### config.mk
export PLATFORM = sky130hd
export DESIGN_NAME = param_multicycle_processor
export DESIGN_NICKNAME = d
export VERILOG_FILES = /design/src/rtl/param_multicycle_processor.sv
export SDC_FILE = /design/constraint.sdc
export NUM_CORES = 1
export LEC_CHECK = 0
export CORE_UTILIZATION = 50
export DETAILED_ROUTE_END_ITERATION = 8
export GPL_TIMING_DRIVEN = 0
export PLACE_DENSITY_LB_ADDON = 0.25
export RECOVER_POWER = 50
export SLEW_MARGIN = 20
export SYNTH_ARGS = -nofsm -noshare
export SYNTH_HDL_FRONTEND = slang
export SYNTH_SLANG_ARGS = --single-unit
### constraint.sdc
create_clock -name clock -period 7.5 [get_ports clock]
set_input_delay 1.5 -clock clock [delete_from_list [all_inputs] [get_ports clock]]
set_output_delay 1.5 -clock clock [all_outputs]
set_load 0.05 [all_outputs]
### src/rtl/param_multicycle_processor.sv
// Parametrised multicycle processor: fetches an instruction from iin in T0, then executes it over
// one to three further cycles, moving every operand across a single shared bus.
module param_multicycle_processor #(
  parameter int unsigned WIDTH    = 16,
  parameter int unsigned REG_BITS = 3
) (
  input  logic             clock,
  input  logic             Resetn,
  input  logic             Run,
  input  logic [WIDTH-1:0] iin,
  output logic             Done,
  output logic [WIDTH-1:0] bus
);

  localparam int unsigned NREGS = 2 ** REG_BITS;
  localparam int unsigned SHW   = $clog2(WIDTH);

  localparam logic [3:0] OpMv   = 4'd0;
  localparam logic [3:0] OpMvi  = 4'd1;
  localparam logic [3:0] OpAdd  = 4'd2;
  localparam logic [3:0] OpSub  = 4'd3;
  localparam logic [3:0] OpAnd  = 4'd4;
  localparam logic [3:0] OpOr   = 4'd5;
  localparam logic [3:0] OpXor  = 4'd6;
  localparam logic [3:0] OpSll  = 4'd7;
  localparam logic [3:0] OpMvnz = 4'd8;

  typedef enum logic [1:0] {StT0, StT1, StT2, StT3} state_e;

  state_e              state_q;
  logic [WIDTH-1:0]    regs_q [NREGS];
  logic [WIDTH-1:0]    ir_q;
  logic [WIDTH-1:0]    a_q;
  logic [WIDTH-1:0]    g_q;
  logic                z_q;

  logic [3:0]          op;
  logic [REG_BITS-1:0] rx;
  logic [REG_BITS-1:0] ry;
  logic                is_alu;
  logic [WIDTH-1:0]    bus_mux;
  logic                done_mux;
  logic [WIDTH-1:0]    alu_res;
  logic                unused_ir;

  assign op        = ir_q[WIDTH-1 -: 4];
  assign rx        = ir_q[WIDTH-5 -: REG_BITS];
  assign ry        = ir_q[WIDTH-5-REG_BITS -: REG_BITS];
  assign is_alu    = (op >= OpAdd) && (op <= OpSll);
  // Low instruction bits below ry carry no meaning.
  assign unused_ir = ^ir_q;

  // Bus source and Done are decoded from the current state and opcode.
  always_comb begin
    bus_mux  = '0;
    done_mux = 1'b0;
    case (state_q)
      StT1: begin
        if (op == OpMv || op == OpMvnz) begin
          bus_mux  = regs_q[ry];
          done_mux = 1'b1;
        end else if (op == OpMvi) begin
          bus_mux  = iin;
          done_mux = 1'b1;
        end else if (is_alu) begin
          bus_mux  = regs_q[rx];
        end else begin
          done_mux = 1'b1;
        end
      end
      StT2: bus_mux = regs_q[ry];
      StT3: begin
        bus_mux  = g_q;
        done_mux = 1'b1;
      end
      default: ;
    endcase
  end

  always_comb begin
    alu_res = '0;
    case (op)
      OpAdd:   alu_res = a_q + bus_mux;
      OpSub:   alu_res = a_q - bus_mux;
      OpAnd:   alu_res = a_q & bus_mux;
      OpOr:    alu_res = a_q | bus_mux;
      OpXor:   alu_res = a_q ^ bus_mux;
      OpSll:   alu_res = a_q << bus_mux[SHW-1:0];
      default: alu_res = '0;
    endcase
  end

  // Reset overrides the outputs too, so an aborted instruction shows nothing on the bus.
  assign bus  = Resetn ? '0 : bus_mux;
  assign Done = Resetn ? 1'b0 : done_mux;

  always_ff @(posedge clock) begin
    if (Resetn) begin
      state_q <= StT0;
      ir_q    <= '0;
      a_q     <= '0;
      g_q     <= '0;
      z_q     <= 1'b0;
      for (int i = 0; i < NREGS; i++) begin
        regs_q[i] <= '0;
      end
    end else begin
      case (state_q)
        StT0: begin
          if (Run) begin
            ir_q    <= iin;
            state_q <= StT1;
          end
        end
        StT1: begin
          state_q <= StT0;
          if (op == OpMv || op == OpMvi) begin
            regs_q[rx] <= bus_mux;
          end else if (op == OpMvnz) begin
            if (!z_q) regs_q[rx] <= bus_mux;
          end else if (is_alu) begin
            a_q     <= bus_mux;
            state_q <= StT2;
          end
        end
        StT2: begin
          g_q     <= alu_res;
          z_q     <= (alu_res == '0);
          state_q <= StT3;
        end
        StT3: begin
          regs_q[rx] <= g_q;
          state_q    <= StT0;
        end
        default: state_q <= StT0;
      endcase
    end
  end

endmodule
---- After elaboration in Yosys (flattened, before gate mapping) ----
Memories as Yosys holds them, arrays and structs flattened. A register that Yosys moved wholly into a read port is not among the register bits.
Index checks and enable logic that the tools add are counted.
Widths: inputs -> output; s select.
word-level totals
  output and inout port bits .............. 17
  RAM bits ................................ 128
  memories kept ........................... 1
  flip-flop bits (word level) ............. 51
  input port bits ......................... 19
memories
  memory  depth  bits a word  read ports  clocked after Yosys merged registers in  wr ports  RTL line  RTL
  regs_q  8      16           2           2                                        8         31        logic [WIDTH-1:0] regs_q [NREGS];
operators by class
  $lt $le $gt $ge ......................... 2
  muxes and demuxes ....................... 40
  reductions and logical operators ........ 9
  $add $sub $neg .......................... 2
  shift operators ......................... 1
  equal/unequal tests ..................... 12
  bitwise logic cells ..................... 7
operator list
  cell                count
  $mux 16             7
  $pmux 16 s6         1
  $pmux 16 s3         1
  $mux 1              20
  $add 16x16->16      1
  $and 16x16->16      1
  $eq 4x3->1 const B  4
  $logic_not 16->1    1
  $or 16x16->16       1
  $reduce_or 16->1    1
  $shl 16x4->16       1
  $sub 16x16->16      1
  $xor 16x16->16      1
  $mux 3              5
  $eq 4x2->1 const B  2
  $mux 2              4
  $pmux 2 s4          1
  $eq 2x2->1 const B  2
  $eq 4x1->1 const B  1
  $eq 4x4->1 const B  1
  $ge 4x2->1 const B  1
  $le 4x3->1 const B  1
  $logic_not 4->1     1
  $reduce_and 4->1    1
  9 further kinds     12

---- Depth between registers and ports, before layout ----
  depth after elaboration ................. 10
  depth in mapped cells ................... 26

---- Least setup slack after synthesis ----
OpenSTA, ideal clock, no wires.
  path type ............................... input to register
  start point ............................. in iin[1]
  end point ............................... reg z_q
  data required time ...................... 7.416 ns
  data arrival time ....................... 5.615 ns
  path slack .............................. 1.801 ns
  buffers on the path ..................... 3
  stages on the path ...................... 21
  cell sequence ........................... a211oi_1 > nor3_1 > a21oi_4 > buf_2 > buf_2 > buf_1 > ha_1 > nand2_1 > o21ai_0 > inv_1 > ha_1 > nor2b_1 > o31a_1 > o41ai_1 > a31oi_1 > a21o_1 > a21oi_1 > o21ai_0 > xnor2_1 > a211o_1 > o31ai_2
between the ends
  cells in the longest elaborated chain, start to end .. 6
ends and longest elaborated chain
  element                                 RTL line  RTL
  from (decl)                             10        input logic [WIDTH-1:0] iin,
  $mux 16 (*)                             62        end else if (op == OpMvi) begin
  $mux 16 (*)                             59        if (op == OpMv || op == OpMvnz) begin
  $pmux 16 s3 (*)                         57        case (state_q)
  $sub 16x16->16 (tied with other cells)  84        OpSub: alu_res = a_q - bus_mux;
  $pmux 16 s6 (*)                         82        case (op)
  $logic_not 16->1 (*)                    128       z_q <= (alu_res == '0);
  to (signal assigned)                    128
  to (decl)                               35        logic z_q;
Mark *: on every way between the ends. The rest lies on a longest branch, timed or not.
A chain may end at the register's enable or synchronous reset.

---- Worst setup path after layout ----
  start point ............................. in iin[0]
  end point ............................... reg z_q
The elaborated chain is that of the path after synthesis.

==> flow_metrics.tcl <==
set metrics [dict create \
    status "finished with violations" \
    violations "capacitance limit, slew limit" \
    antenna_found_initial 0 \
    diodes 0 \
    fp.dieH_um 153.3 \
    ys.flop_type "edfxtp_1" \
    pwr_density_cell_nw_per_um2 214.1 \
    maxCapViolCount 1 \
    grt_pass1_vias 9208 \
    cts_tree "done" \
    p_total_mw 2.733 \
    syn_area_um2 11440 \
    ant_nets 0 \
    grt_overflow 0 \
    synthArstFlopShare_pct 0 \
    h-tree-depth 4 \
    post-cts-setup-buffers 0 \
    timing.final.crit_share_pct 96.05 \
    synth_seq_cells 179 \
    synth_edf_count 128 \
    synthCells 1123 \
    die_w_um 153.3 \
    grt_usage_pct 32.91 \
    ys_seq_area_share_pct 42.51 \
    wl_per_cell_um 25.77 \
    worst_ir_drop_vdd_v 0.0001697 \
    grt_pass1_wl_mm 56.73 \
    avgSynthCellArea_um2 10.19 \
    hold_viol_final 0 \
    slew_violations 11 \
    synth-warning-count 0 \
    final_nets 1246 \
    path_clk_slew_ps 70 \
    vias 9591 \
    numPortBuffers 34 \
    path_cells "clkdlybuf4s50_1 -> inv_1 -> o21ai_0 -> a32o_1 -> a32oi_2 -> clkbuf_1 -> clkbuf_2 -> ha_1 -> nor2_1 -> xnor2_1 -> ha_1 -> nor2b_1 -> o31a_1 -> o211ai_1 -> nand2_1 -> a211oi_1 -> xnor2_1 -> a221oi_1 -> o21ai_0 -> nor4_1 -> nand4_1 -> o31ai_2" \
    ios 36 \
    p_leak_nw 4.519 \
    syn_to_final_growth_pct 11.52 \
    place_inst 1438 \
    crit_path_max_incr_delay_ps 640 \
    post_drt_via_cell_ratio 6.524 \
    tightest_slew_ps 1739 \
    cts.sink_count 179 \
    die_area_um2 23500 \
    holdCritPathClass "register to register" \
    root_buffer "clkbuf_16" \
    fin_util_pct 57.59 \
    dpl_cell_area_um2 12150 \
    fin_cells 1470 \
    post-route-drc-count 0 \
    min_period_ps 7204 \
    cp.arrival_ps 7560 \
    design_area_um2 12760 \
    cts_buffers 17 \
    grt_max_degree 17 \
    core_area_um2 22160 \
    fmax_mhz 138.8 \
    setup_violations 0 \
    cts_hold_buf 0 \
    fp-row-count 54 \
    drive_gt1_share_pct 10.67 \
    hpwl_mm 27.44 \
    cp_num_buf_inv 4 \
    gp_congestion 0.9740 \
    routed_wl_mm 37.88 \
    drt-pass1-iter-count 6 \
    rsz0062_at_grt "false" \
    relSlewSlack_pct -16.66 \
    crit_type "input port to register" \
    drtIter0Drc 1051 \
    worstSetupStartpointType "input port" \
    whs_ps 465.0 \
    required_ps 7850 \
    cts_buffer_depth 2 \
    ys_types 79 \
    endpoint_kind "register" \
    syn-num-nets 1192 \
    cp_top_family "compound AO/OA/AOI/OAI gates" \
    finClkSkew_ps 7.153 \
    slowest_stage "a32oi_2" \
    clkLatencyLatePin_ps 440 \
    start_util_pct 51.64 \
    crit_fanout 12 \
]
[cells in the final DEF, fill, tap and decap left out, types with 19 or more instances in the layout]
cell             Yosys  final
dfxtp_1             51     51
o21ai_0             31     31
nand2_1             86     86
edfxtp_1           128    128
inv_1               35     35
xnor2_1             23     23
a211oi_1            18     19
clkbuf_1            57     65
nand3_1             20     20
a21oi_1             58     58
mux2i_1             56     56
nor3_1              22     22
mux4_2              51     51
clkdlybuf4s50_1      0     33
nor2_1             210    210
ha_1                49     49
[worst min-delay path, stage by stage (launching register included)]
cell     delay [ps]
dfxtp_1         300
nand2_1          40
a21oi_1          70
[report_power, final]
| group | internal (mW) | switching (mW) | leakage (nW) |
|---|---|---|---|
| sequential | 1.10 | 0.0268 | 1.74 |
| combinational | 0.242 | 0.394 | 2.47 |
| clock | 0.590 | 0.385 | 0.309 |
| total | 1.93 | 0.805 | 4.52 |
[per-stage QoR]
| stage | worst slack [ps] | setup TNS, ps |
|---|---|---|
| 2_1_floorplan | 1801 | 0 |
| 3_3_place_gp | -254.4 | -398.8 |
| 3_5_place_dp | -170.4 | -300.5 |
| 4_1_cts | 220.5 | 0 |
| 5_1_grt | 117.4 | 0 |
| 6_report | 295.9 | 0 |
[layout make-up]
| cell class | instances | area, um^2 |
|---|---|---|
| well taps | 280 | 350.3 |
| fillers | 1910 | 9399 |
| plain buffers | 81 | 356.6 |
| clock buffers | 18 | 429.2 |
| flip-flops and latches | 179 | 4865 |
| repair buffers | 35 | 345.3 |
| inverters | 38 | 142.6 |
| multi-input cells | 825 | 6065 |
| clock inverters | 14 | 209.0 |
[registers in the layout, indices dropped and copies added, names as in the netlist, named ones only]
signal and count:
state_q 1, z_q 1, ir_q 10, regs_q 128, a_q 16, g_q 16
[worst paths after layout]
check / start / endpoint / slack (ps) / cells past startpoint
setup / recovery: iin[0] / z_q / 300 / 22
hold / removal: ir_q[7] / register / 470 / 2
setup reg to reg: register / z_q / 330 / 22
hold reg to reg: ir_q[7] / register / 470 / 2
[logic make-up (layout without fill, tap and decap cells)]
logic type / after synthesis / after routing / share of synthesized area, %
adder cells (fa/ha/maj): 50 / 50 / 5.532
flip-flops: 179 / 179 / 42.51
XOR/XNOR: 26 / 26 / 1.990
buffers and inverters: 119 / 186 / 4.374
AND/OR/NAND/NOR: 409 / 409 / 15.83
multiplexers: 123 / 123 / 16.51
AO/OA/AOI/OAI: 217 / 217 / 13.25
[cells in the mapped netlist, drive strengths merged (5+ instances only)]
master,instances,area share (%)
nor2,210,6.9
edfxtp,128,34
nand2,86,2.8
a21oi,60,2.8
clkbuf,57,1.9
mux2i,56,4.9
dfxtp,51,8.9
mux4,51,10
ha,49,5.4
inv,38,1.2
o21ai,33,1.4
buf,24,1.3
nor3,23,1.0
xnor2,23,1.8
a211oi,20,1.5
nand3,20,0.87
nand2b,18,0.98
mux2,16,1.6
a22oi,15,0.98
nor2b,14,0.77
a221oi,13,0.99
a31oi,8,0.44
o31ai,8,0.57
and2,6,0.33
o21a,6,0.39
o221ai,6,0.46
o22ai,6,0.33
a22o,5,0.38
o211ai,5,0.33
or2,5,0.27
[routing by layer]
metal  vias up  wire, um  global-route usage, %
met1      4634     14400                  41.77
met3       119      3596                  5.529
met2       599     17880                  53.66
li1       4239         -                      -
met5         -         0                      0
met4         0      2008                  18.23
[what timing repair did]
| action | CTS | global route |
|---|---|---|
| setup endpoints to repair | 0 | 2 |
| resized for setup | 0 | 4 |
| endpoints found under the hold margin | 0 | 0 |
No activity file was read; power rests on OpenSTA's default activity.
